## src/rtl/lab5_mod_pkg.sv

```systemverilog
// Shared types and helpers for the LFSR symbol modulator.
// Holds the mode and state encodings and the saturating negate used by BPSK.
package lab5_mod_pkg;

  typedef enum logic [1:0] {
    MODE_NONE = 2'b00,
    MODE_ASK  = 2'b01,
    MODE_FSK  = 2'b10,
    MODE_BPSK = 2'b11
  } mode_t;

  typedef enum logic [1:0] {
    S_IDLE = 2'b00,
    S_RUN  = 2'b01,
    S_LOCK = 2'b10
  } state_t;

  // Negate a sign-extended w-bit value; the most negative code maps to the
  // most positive one instead of overflowing back onto itself.
  function automatic logic signed [31:0] sat_neg(input logic signed [31:0] x, input int w);
    logic signed [31:0] max_v;
    logic signed [31:0] min_v;
    max_v = (32'sd1 <<< (w - 1)) - 32'sd1;
    min_v = -max_v - 32'sd1;
    if (x == min_v) begin
      return max_v;
    end
    return -x;
  endfunction

endpackage

```

## src/rtl/sync_edge_detect.sv

```systemverilog
// Two-flop synchronizer followed by a registered rising-edge detector.
// The output pulse is one clk wide, two edges after the first edge that sees the input high.
module sync_edge_detect (
  input  logic clk,
  input  logic reset,
  input  logic async_in,
  output logic pulse
);

  logic sync1_q, sync1_d;
  logic sync2_q, sync2_d;
  logic prev_q,  prev_d;
  logic pulse_q, pulse_d;

  always_comb begin
    sync1_d = async_in;
    sync2_d = sync1_q;
    prev_d  = sync2_q;
    pulse_d = sync2_q & ~prev_q;
  end

  always_ff @(posedge clk) begin
    if (!reset) begin
      sync1_q <= 1'b0;
      sync2_q <= 1'b0;
      prev_q  <= 1'b0;
      pulse_q <= 1'b0;
    end else begin
      sync1_q <= sync1_d;
      sync2_q <= sync2_d;
      prev_q  <= prev_d;
      pulse_q <= pulse_d;
    end
  end

  assign pulse = pulse_q;

endmodule

```

## src/rtl/lfsr_symbol_modulator.sv

```systemverilog
// Samples the LFSR symbol bit on each symbol-clock rising edge and applies it to
// the DDS sine as ASK, BPSK or FSK; counts symbols and latches an all-zero lockup.
module lfsr_symbol_modulator
  import lab5_mod_pkg::*;
#(
  parameter int                 DATA_W   = 12,
  parameter int                 PHASE_W  = 32,
  parameter int                 LFSR_W   = 5,
  parameter logic [PHASE_W-1:0] FSK_INC0 = PHASE_W'(258),
  parameter logic [PHASE_W-1:0] FSK_INC1 = PHASE_W'(258 * 5)
) (
  input  logic                     clk,
  input  logic                     reset,
  input  logic                     sym_clk,
  input  logic [LFSR_W-1:0]        lfsr_q,
  input  logic [1:0]               mode,
  input  logic signed [DATA_W-1:0] dds_sin,
  output logic signed [DATA_W-1:0] mod_out,
  output logic [PHASE_W-1:0]       phase_inc,
  output logic                     sym_bit,
  output logic                     sym_valid,
  output logic [LFSR_W-1:0]        sym_count,
  output logic                     lockup
);

  localparam logic [LFSR_W-1:0] CNT_MAX = LFSR_W'((2 ** LFSR_W) - 2);

  logic sample_pulse;

  sync_edge_detect u_sym_sync (
    .clk      (clk),
    .reset    (reset),
    .async_in (sym_clk),
    .pulse    (sample_pulse)
  );

  state_t                     state_q,     state_d;
  mode_t                      mode_q,      mode_d;
  logic                       sym_bit_q,   sym_bit_d;
  logic [LFSR_W-1:0]          count_q,     count_d;
  logic                       lockup_q,    lockup_d;
  logic signed [DATA_W-1:0]   mod_out_q,   mod_out_d;
  logic [PHASE_W-1:0]         phase_inc_q, phase_inc_d;
  logic signed [31:0]         din_neg;

  assign din_neg = sat_neg(32'(dds_sin), DATA_W);

  always_comb begin
    state_d     = state_q;
    mode_d      = mode_q;
    sym_bit_d   = sym_bit_q;
    count_d     = count_q;
    lockup_d    = lockup_q;
    mod_out_d   = '0;
    phase_inc_d = FSK_INC0;

    if (sample_pulse && state_q != S_LOCK) begin
      if (lfsr_q == '0) begin
        state_d   = S_LOCK;
        sym_bit_d = 1'b0;
        lockup_d  = 1'b1;
      end else begin
        state_d   = S_RUN;
        sym_bit_d = lfsr_q[0];
        mode_d    = mode_t'(mode);
        // The first symbol out of IDLE keeps index 0; later ones advance.
        if (state_q == S_RUN) begin
          count_d = (count_q == CNT_MAX) ? '0 : count_q + 1'b1;
        end
      end
    end

    if (state_q == S_RUN) begin
      case (mode_q)
        MODE_ASK:  mod_out_d = sym_bit_q ? dds_sin : '0;
        MODE_BPSK: mod_out_d = sym_bit_q ? dds_sin : DATA_W'(din_neg);
        default:   mod_out_d = dds_sin;
      endcase
      if (mode_q == MODE_FSK && sym_bit_q) begin
        phase_inc_d = FSK_INC1;
      end
    end
  end

  always_ff @(posedge clk) begin
    if (!reset) begin
      state_q     <= S_IDLE;
      mode_q      <= MODE_NONE;
      sym_bit_q   <= 1'b0;
      count_q     <= '0;
      lockup_q    <= 1'b0;
      mod_out_q   <= '0;
      phase_inc_q <= FSK_INC0;
    end else begin
      state_q     <= state_d;
      mode_q      <= mode_d;
      sym_bit_q   <= sym_bit_d;
      count_q     <= count_d;
      lockup_q    <= lockup_d;
      mod_out_q   <= mod_out_d;
      phase_inc_q <= phase_inc_d;
    end
  end

  // Gated by reset so a reset arriving with the pulse never advertises a symbol.
  assign sym_valid = sample_pulse & reset & (state_q != S_LOCK);
  assign mod_out   = mod_out_q;
  assign phase_inc = phase_inc_q;
  assign sym_bit   = sym_bit_q;
  assign sym_count = count_q;
  assign lockup    = lockup_q;

endmodule
```

## config.mk

```make
export PLATFORM = sky130hd
export DESIGN_NAME = lfsr_symbol_modulator
export DESIGN_NICKNAME = d
export VERILOG_FILES = /design/src/rtl/lab5_mod_pkg.sv /design/src/rtl/sync_edge_detect.sv /design/src/rtl/lfsr_symbol_modulator.sv
export SDC_FILE = /design/constraint.sdc
export NUM_CORES = 1
export LEC_CHECK = 0
export CELL_PAD_IN_SITES_DETAIL_PLACEMENT = 0
export CELL_PAD_IN_SITES_GLOBAL_PLACEMENT = 2
export CORE_ASPECT_RATIO = 0.8
export CORE_UTILIZATION = 34
export DETAILED_ROUTE_END_ITERATION = 12
export DONT_BUFFER_PORTS = 1
export GPL_TIMING_DRIVEN = 0
export HOLD_SLACK_MARGIN = 0.08
export PLACE_DENSITY_LB_ADDON = 0.05
export RECOVER_POWER = 100
export SETUP_SLACK_MARGIN = 0.02
export SKIP_CTS_REPAIR_TIMING = 1
export SLEW_MARGIN = 20
export SYNTH_ARGS = -nofsm -noshare
export SYNTH_HDL_FRONTEND = slang
export SYNTH_SLANG_ARGS = --single-unit
```

## constraint.sdc

```tcl
create_clock -name clk -period 2.1 [get_ports clk]
set_input_delay 0.63 -clock clk [delete_from_list [all_inputs] [get_ports clk]]
set_output_delay 0.63 -clock clk [all_outputs]
set_load 0.01 [all_outputs]
```

==> impl_metrics.py, run 1 <==
metrics = {
    "outcome": {
        "status": "complete, no violations",
    },
    "synth": {
        "ys_ff_latch": 28,
        "synth_top_area_share_pct": 34.2,
        "ys_types": 44,
        "synth-edff-count": 0,
        "yosysTopAreaCell": "dfxtp_1",
        "yosys_warnings": 0,
        "netlist_area_mm2": 0.00164,
        "synthTopCellsByArea": "dfxtp_1 (34%), buf_4 (15%), a21oi_1 (5.8%), o21ai_0 (3.7%), mux2i_1 (2.4%)",
        "syn_inst": 196,
        "yosysSeqAreaShare_pct": 34.2,
        "synth_flop_cell": "dfxtp_1",
        "avgSynthCellArea_um2": 8.37,
        "async_reset_ff_share_pct": 0,
    },
    "cts": {
        "cts.sinks": 28,
        "cts_tree": "done",
        "htree_num_levels": 1,
        "clkTransAtPathRegs_ns": 0.10,
        "clockBufferDepth": 2,
        "cts_made_buffers": 3,
        "root_buffer": "clkbuf_8",
        "clock_latency_ns": 0.27,
    },
    "die": {
        "start_util_pct": 35.7,
        "io-pin-count": 74,
        "rows": 22,
        "die_h_um": 64.1,
        "die_area_mm2": 0.00511,
        "die_w_um": 79.7,
        "core_mm2": 0.00460,
    },
    "sta": {
        "maxSlewHeadroom_pct": 59.3,
        "worst_pin_slew_ns": 0.606,
        "finalCritPeriodShare_pct": 87.8,
        "rsz0062_at_grt": "false",
        "fin_skew_ns": 0.00530,
        "fin_crit_ns": 1.84,
        "finalHoldViolations": 0,
        "timing.hold.ws_ns": 0.389,
        "setup-violations-final": 0,
        "slew_violations": 0,
        "finalSetupTns_ns": 0,
        "timing.fmax_ghz": 0.542,
    },
    "route": {
        "ant_nets": 0,
        "drc_errors": 0,
        "firstDrtPassIters": 4,
        "wire_per_inst_um": 12.6,
        "wl_um": 3640,
        "vias": 1379,
        "avgViaCountPerCell": 4.79,
        "drt_iter0_markers": 38,
    },
    "worst_setup_path": {
        "crit_path_start_kind": "input pin",
        "crit_fanout": 8,
        "arrival_ns": 2.04,
        "required_ns": 2.30,
        "critPathKind": "in2reg",
        "cp-end-kind": "register",
    },
    "global_routing": {
        "grt_overflow": 0,
        "grt_pass1_vias": 1286,
        "grt_max_degree": 16,
        "antenna_found_initial": 0,
        "grt_pass1_wl_um": 5980,
        "grtUsageTotal_pct": 14.9,
    },
    "final_layout": {
        "n_antenna_cell": 0,
        "fin_util_pct": 40.4,
        "area_growth_pct": 13.3,
        "multi_input_area_um2": 885,
        "fillers": 497,
        "nets": 254,
        "drive_gt1_share_pct": 18.0,
        "stdcell_count": 288,
        "regArea_um2": 561,
        "fin_area_mm2": 0.00186,
    },
    "power": {
        "p_leak_nw": 0.788,
        "ir_worst_vdd_v": 0.000221,
        "power_density_mw_per_mm2": 539,
    },
    "placement": {
        "io_buffers": 0,
        "place_inst": 284,
        "gp_congestion": 0.718,
        "dpl_cell_area_mm2": 0.00182,
        "dp_hpwl_um": 2750,
    },
    "job": {
        "cap_viol_max_count": 0,
    },
    "hold_path": {
        "hp-class": "reg2reg",
    },
}
==> cell usage after synthesis, types with 2 or more instances <==
cell type	count
a311oi_1	3
nand3b_1	2
nand3_1	4
a21oi_1	19
and2_1	6
a211oi_1	3
a31oi_1	2
or3_1	2
conb_1	2
nand4b_1	4
dfxtp_1	28
ha_1	3
nor4_1	2
and3_1	3
nand2b_1	2
nor3_1	6
nand2_1	7
a21boi_0	2
nor2_1	10
inv_1	5
o21ai_0	12
clkbuf_1	6
mux2i_1	4
buf_4	32
or4_4	2
nor2b_1	6
and4_1	2
==> flip-flops by register name, indices dropped and copies added, names as in the netlist <==
name and count:
mod_out 12, sym_count 5, mode_q 2, state_q 2
lockup 1, phase_inc 1, sym_bit 1, u_sym_sync.prev_d 1
u_sym_sync.prev_q 1, u_sym_sync.pulse 1, u_sym_sync.sync1_q 1
==> stage by stage <==
| stage | total power, mW | setup WS [ns] |
|---|---|---|
| after global routing | 1.06 | 0.189 |
| after CTS | 1.02 | 0.300 |
| after floorplan | 0.665 | 0.236 |
| final | 1.00 | 0.256 |
| after global placement | 0.676 | 0.0801 |
| after detailed placement | 0.677 | 0.0609 |
==> layout make-up <==
cell class	instances	area share, %
Buffer	39	14.2
Tap cell	60	4.04
Clock buffer	4	2.96
Inverter	5	1.01
Sequential cell	28	30.2
Multi-Input combinational cell	152	47.6
==> per-layer routing <==
metal	track usage, %	share of wire, %
met3	4.43	9.5
met4	4.55	0.82
met1	18.5	46
met5	0	0
met2	24.5	44
==> critical path, cell delays in order <==
cell and delay [ns]:
or4_1 0.60, o21ai_2 0.32, o21ai_0 0.29, a21oi_1 0.21
==> cells by family (layout without fill, tap and decap cells) <==
family                     Yosys count  in the layout  synth area share [%]
DFF                                 28             28                  34.2
muxes                                4              4                  2.44
AOI/OAI and AO/OA                   49             49                  18.7
adders and majority gates            3              3                  2.29
other                                2             30                 0.458
buffers and inverters               44             48                  17.5
xor gates and xnor gates             2              2                  1.07
and+or+nand+nor                     64             64                  23.4
==> final timing paths <==
| kind | from | to | slack (ns) | depth (start not counted) |
|---|---|---|---|---|
| max | lfsr_q[0] | sym_count[4] | 0.26 | 4 |
| min | u_sym_sync.prev_q | u_sym_sync.pulse | 0.39 | 1 |
| max reg2reg | sym_bit | mod_out[9] | 0.47 | 5 |
| min reg2reg | u_sym_sync.prev_q | u_sym_sync.pulse | 0.39 | 1 |
==> power breakdown <==
| part | internal, mW | leakage (nW) | switching (mW) |
|---|---|---|---|
| clock | 0.168 | 0.0288 | 0.167 |
| combinational | 0.0579 | 0.533 | 0.0621 |
| sequential | 0.539 | 0.227 | 0.00749 |
| total | 0.765 | 0.788 | 0.237 |
==> cells in the final DEF, fill, tap and decap left out, types with 4 or more instances in the layout <==
| cell | instances |
|---|---|
| nor2_1 | 10 |
| conb_1 | 30 |
| clkbuf_8 | 4 |
| nand2_1 | 7 |
| o21ai_0 | 12 |
| nand3_1 | 4 |
| nor2b_1 | 6 |
| inv_1 | 5 |
| nor3_1 | 6 |
| mux2i_1 | 4 |
| clkbuf_1 | 7 |
| and2_0 | 4 |
| nand4b_1 | 4 |
| dfxtp_1 | 28 |
| a21oi_1 | 19 |
| buf_4 | 31 |
Note: power is estimated with default switching activity, not from simulation.
==> run 2: changes to the inputs <==
--- a/config.mk
+++ b/config.mk
@@ -5,10 +5,11 @@
 export SDC_FILE = /design/constraint.sdc
 export NUM_CORES = 1
 export LEC_CHECK = 0
+export ABC_AREA = 1
 export CELL_PAD_IN_SITES_DETAIL_PLACEMENT = 0
 export CELL_PAD_IN_SITES_GLOBAL_PLACEMENT = 2
-export CORE_ASPECT_RATIO = 0.8
-export CORE_UTILIZATION = 34
+export CORE_ASPECT_RATIO = 0.7
+export CORE_UTILIZATION = 32
 export DETAILED_ROUTE_END_ITERATION = 12
 export DONT_BUFFER_PORTS = 1
 export GPL_TIMING_DRIVEN = 0
==> run 2 against run 1 <==
Power up 12%. Clock skew grew 0.0013 ns. Routed wire length up 11%. Final cell count rose by 23%. Clock power is 28% higher. Setup slack got worse by 0.055 ns. Core utilization fell by 1.2 points. Count of clock-buffer cells in the layout fell by 1. Non-clock buffer count down 4. First-iteration DRC count up 89%. Via count up 8.0%.
==> impl_metrics.py, run 2 <==
metrics = {
    "placement": {
        "gp_congestion": 0.782,
        "dp_hpwl_um": 3170,
        "dpl_cell_area_mm2": 0.00192,
        "io_buffers": 0,
    },
    "outcome": {
        "status": "complete, no violations",
    },
    "synth": {
        "synthTopCellsByArea": "dfxtp_1 (32%), buf_4 (13%), nand2_1 (11%), inv_1 (6.3%), nand3_1 (6.1%)",
        "synth_flop_cell": "dfxtp_1",
        "ys_ff_latch": 28,
        "netlist_area_mm2": 0.00173,
        "synth_commonest_cells": "nand2_1 (50), buf_4 (31), inv_1 (29)",
        "yosys_warnings": 0,
        "avgSynthCellArea_um2": 6.84,
        "synth_top_area_share_pct": 32.4,
        "yosysSeqAreaShare_pct": 32.4,
        "syn_inst": 253,
        "yosysTopAreaCell": "dfxtp_1",
        "async_reset_ff_share_pct": 0,
        "yosysMostFrequentCell": "nand2_1",
        "ys_types": 31,
        "synth-edff-count": 0,
    },
    "final_layout": {
        "nets": 311,
        "area_growth_pct": 13.0,
        "fin_area_mm2": 0.00196,
        "drive_gt1_share_pct": 18.6,
        "n_antenna_cell": 0,
        "largest_register_ff_count": 12,
        "layout_commonest_cell": "nand2_1",
        "fillers": 542,
        "final_cell_mix": "nand2_1 (52), inv_1 (30), buf_4 (30), conb_1 (30), dfxtp_1 (28)",
    },
    "die": {
        "die_w_um": 89.9,
        "die_area_mm2": 0.00571,
        "rows": 21,
        "core_mm2": 0.00499,
        "io-pin-count": 74,
        "start_util_pct": 34.7,
        "die_h_um": 63.5,
    },
    "power": {
        "clock_power_share_pct": 38.2,
        "switching_share_pct": 23.7,
        "p_int_mw": 0.857,
        "p_comb_share_pct": 13.0,
        "power_density_mw_per_mm2": 574,
        "seq_power_share_pct": 48.7,
        "ir_worst_vdd_v": 0.000366,
        "p_switching_mw": 0.266,
        "p_leak_nw": 0.970,
    },
    "cts": {
        "clock_latency_ns": 0.28,
        "clockBufferDepth": 2,
        "htree_num_levels": 1,
        "cts.sinks": 28,
        "clkTransAtPathRegs_ns": 0.10,
        "cts_made_buffers": 3,
        "cts_tree": "done",
        "root_buffer": "clkbuf_8",
    },
    "sta": {
        "fin_crit_ns": 1.90,
        "finalCritPeriodShare_pct": 90.4,
        "timing.hold.ws_ns": 0.393,
        "slew_violations": 0,
        "finalSetupTns_ns": 0,
        "fin_skew_ns": 0.00656,
        "rsz0062_at_grt": "false",
        "finalHoldViolations": 0,
        "timing.fmax_ghz": 0.527,
        "setup-violations-final": 0,
    },
    "route": {
        "ant_nets": 0,
        "avgViaCountPerCell": 4.21,
        "wl_um": 4040,
        "wire_per_inst_um": 11.4,
        "drt_iter0_markers": 72,
        "drc_errors": 0,
        "firstDrtPassIters": 4,
        "vias": 1490,
    },
    "worst_setup_path": {
        "crit_path_start_kind": "input pin",
        "cp_top_family": "buffers and inverters",
        "cp_slowest_stage_delay_ns": 0.25,
        "required_ns": 1.47,
        "slowest_stage": "nor2_1",
        "worst-path-buf-inv": 2,
        "r2r_slack_ns": 0.60,
        "crit_fanout": 10,
        "arrival_ns": 1.27,
        "crit_chain": "clkbuf_2 -> inv_1 -> nor2_1",
        "cp-end-kind": "output pin",
        "critPathKind": "in2out",
    },
    "global_routing": {
        "antenna_found_initial": 0,
        "grt_overflow": 0,
        "grtUsageTotal_pct": 14.4,
        "grt_pass1_wl_um": 6470,
        "grt_pass1_vias": 1243,
        "grt_max_degree": 17,
    },
    "hold_path": {
        "hp-class": "reg2reg",
    },
    "job": {
        "cap_viol_max_count": 0,
    },
}
-- run 2: changes by cell type after synthesis, sizes merged, moves of 3 or more --
cell / before / now
nand2: 7 / 52
nand4b: 4 / 0
nor2b: 6 / 0
or4: 3 / 0
nor3: 6 / 3
and2: 6 / 0
and3: 4 / 0
mux2i: 4 / 0
nand3: 4 / 22
clkbuf: 6 / 1
nor2: 10 / 27
a311oi: 3 / 0
inv: 5 / 35
-- run 2: area by class of cell --
class	count	area [µm²]	share of cell area, %
well taps	69	86.3	4.41
inverters	36	135	6.91
multi-input cells	182	855	43.7
clock buffers	3	41.3	2.11
plain buffers	35	248	12.7
clock inverters	1	30.0	1.54
flip-flops and latches	28	561	28.7
-- run 2: cells by family (layout without fill, tap and decap cells) --
kind of cell,after synthesis,count (layout),synth area share (%)
and+or+nand+nor,109,109,27.7
buffers and inverters,71,75,22.7
AOI/OAI and AO/OA,38,38,13.6
DFF,28,28,32.4
adders and majority gates,3,3,2.17
other,2,30,0.434
xor gates and xnor gates,2,2,1.01
-- run 2: final timing paths --
kind	startpoint	endpoint	cells after the start
worst max-delay path	reset	sym_valid	3
worst min-delay path	u_sym_sync.prev_q	u_sym_sync.pulse	1
worst max register to register	sym_bit	mod_out[11]	6
worst min register to register	u_sym_sync.prev_q	u_sym_sync.pulse	1
-- run 2: stage by stage --
stage | instances | util (%) | power [mW] | setup slack [ns]
global placement | 350 | 38.5 | 0.709 | -0.0529
finish | 354 | 39.2 | 1.12 | 0.201
global route | 354 | 39.2 | 1.19 | 0.106
floorplan | 281 | - | 0.691 | 0.262
detailed placement | 350 | 38.5 | 0.708 | -0.0190
CTS | 354 | 39.9 | 1.14 | -0.0340
-- run 2: power by group through the flow --
stage | Sequential [mW] | Combinational, mW | Clock [mW]
after floorplan | 0.558 | 0.133 | 0
after global placement | 0.559 | 0.149 | 0
after detailed placement | 0.559 | 0.149 | 0
after CTS | 0.547 | 0.149 | 0.448
after global routing | 0.548 | 0.165 | 0.471
final | 0.547 | 0.146 | 0.429
-- run 2: layer usage --
layer / routed length [µm] / share of wire (%) / track usage [%]
met1: 2160 / 54 / 22.3
met2: 1430 / 35 / 17.8
met5: 0 / 0 / 0
met3: 426 / 11 / 6.16
met4: 19 / 0.47 / 2.42
==> run 3: changes to the inputs <==
--- a/config.mk
+++ b/config.mk
@@ -9,7 +9,7 @@
 export CELL_PAD_IN_SITES_DETAIL_PLACEMENT = 0
 export CELL_PAD_IN_SITES_GLOBAL_PLACEMENT = 2
 export CORE_ASPECT_RATIO = 0.7
-export CORE_UTILIZATION = 32
+export CORE_UTILIZATION = 29
 export DETAILED_ROUTE_END_ITERATION = 12
 export DONT_BUFFER_PORTS = 1
 export GPL_TIMING_DRIVEN = 0
==> constraint.sdc (replaced) <==
create_clock -name clk -period 1.6 [get_ports clk]
set_input_delay 0.48 -clock clk [delete_from_list [all_inputs] [get_ports clk]]
set_output_delay 0.48 -clock clk [all_outputs]
set_load 0.01 [all_outputs]
==> run 3 against run 2 <==
Largest power group unchanged. Routed wire length increased by 6.1%. Non-clock buffer count increased by 3. Clock power up 5.6%. Setup slack lost 0.16 ns. Critical path depth up 1. Final cell count up 2.5%. Sequential power rose by 31%. Clock skew decreased by 0.0046 ns. First-iteration DRC count is 39% lower. Highest routed layer unchanged. Register-to-register slack got worse by 0.36 ns. Combinational power is 42% higher. Cell area is 4.1% higher.
==> impl_metrics.py, run 3 (synthesized netlist as in run 2, its figures left out) <==
metrics = {
    "worst_setup_path": {
        "critPathKind": "reg2out",
        "reg2reg_from": "u_sym_sync.pulse",
        "arrival_ns": 1.08,
        "crit_fanout": 3,
        "crit_path_start_kind": "register",
        "cp-end-kind": "output pin",
        "r2r_cells": 9,
        "critPathLaunch": "u_sym_sync.pulse",
        "required_ns": 1.12,
        "crit-reg2reg-capture": "sym_count[0]",
        "r2r_slack_ns": 0.24,
    },
    "cts": {
        "cts_made_buffers": 3,
        "clkTransAtPathRegs_ns": 0.10,
        "cts.sinks": 28,
        "root_buffer": "clkbuf_8",
        "cts_tree": "done",
        "htree_num_levels": 1,
        "clockBufferDepth": 2,
        "clock_latency_ns": 0.28,
    },
    "sta": {
        "finalCritPeriodShare_pct": 97.2,
        "finalHoldViolations": 0,
        "timing.hold.ws_ns": 0.294,
        "timing.fmax_ghz": 0.643,
        "fin_crit_ns": 1.56,
        "finalSetupTns_ns": 0,
        "slew_violations": 0,
        "setup-violations-final": 0,
        "fin_skew_ns": 0.00197,
    },
    "final_layout": {
        "n_antenna_cell": 0,
        "nets": 314,
        "area_growth_pct": 17.6,
        "regArea_um2": 562,
        "largest_register_ff_count": 12,
        "drive_gt1_share_pct": 25.3,
        "fillers": 637,
        "layout_commonest_cell": "nand2_1",
        "multi_input_area_um2": 905,
        "final_cell_mix": "nand2_1 (50), buf_4 (34), conb_1 (30), dfxtp_1 (27), inv_1 (26)",
    },
    "power": {
        "power_density_mw_per_mm2": 678,
        "power.total_mw": 1.38,
        "p_leak_nw": 0.986,
        "ir_worst_vdd_v": 0.000268,
    },
    "die": {
        "core_mm2": 0.00573,
        "die_w_um": 94.3,
        "die_h_um": 66.6,
        "die_area_mm2": 0.00628,
        "start_util_pct": 30.2,
        "rows": 23,
        "io-pin-count": 74,
    },
    "placement": {
        "gp_congestion": 0.774,
        "io_buffers": 0,
        "dp_hpwl_um": 3300,
    },
    "global_routing": {
        "grt_max_degree": 16,
        "antenna_found_initial": 0,
        "grt_pass1_wl_um": 6220,
        "grt_pass1_vias": 1206,
        "grt_overflow": 0,
        "grtUsageTotal_pct": 13.3,
    },
    "hold_path": {
        "min_to": "u_sym_sync.sync1_q",
        "hold_depth": 2,
        "hp-class": "in2reg",
        "hold_start": "sym_clk",
    },
    "job": {
        "cap_viol_max_count": 0,
    },
    "route": {
        "firstDrtPassIters": 4,
        "wl_um": 4280,
        "ant_nets": 0,
        "drc_errors": 0,
        "wire_per_inst_um": 11.8,
        "vias": 1536,
        "drt_iter0_markers": 44,
        "avgViaCountPerCell": 4.23,
    },
    "outcome": {
        "status": "complete, no violations",
    },
}
-- run 3: routing by layer --
| metal | up-vias | global-route usage [%] | wire, µm |
|---|---|---|---|
| li1 | 807 | - | - |
| met1 | 662 | 20.0 | 2250 |
| met2 | 65 | 17.7 | 1630 |
| met3 | 2 | 4.91 | 379 |
| met4 | 0 | 2.31 | 19 |
| met5 | - | 0 | 0 |
-- run 3: worst max path at each step --
stage | endpoint | slack (ns) | cells past startpoint
detailed placement | sym_valid | -0.23 | 3
global route | sym_valid | -0.001 | 4
CTS | sym_valid | -0.24 | 3
floorplan | sym_valid | 0.06 | 3
global placement | sym_valid | -0.25 | 3
finish | sym_valid | 0.04 | 4
-- run 3: stage by stage --
stage	worst slack, ns	area, µm²	utilization (%)	instances
CTS	-0.236	1980	34.7	360
detailed placement	-0.231	1930	33.7	356
global route	-0.00103	2040	35.5	363
floorplan	0.0622	1840	-	281
global placement	-0.250	1930	33.7	356
finish	0.0445	2040	35.5	363
-- run 3: where the power goes --
group / switching [mW] / leakage, nW / internal (mW)
clock: 0.232 / 0.0288 / 0.221
sequential: 0.00996 / 0.227 / 0.708
combinational: 0.119 / 0.730 / 0.0886
-- run 3: final cells by class --
cell class	count	share of cell area, %
buffer	35	12.7
timing repair buffer	3	1.11
sequential	28	27.6
tap	75	4.61
clock buffer	4	2.70
inverter	36	6.82
multi-input combinational	182	44.4
-- run 3: critical path: stages (launching register included) --
cell	delay [ns]
dfxtp_1	0.34
inv_1	0.08
a21oi_4	0.17
inv_2	0.08
nor2_4	0.14
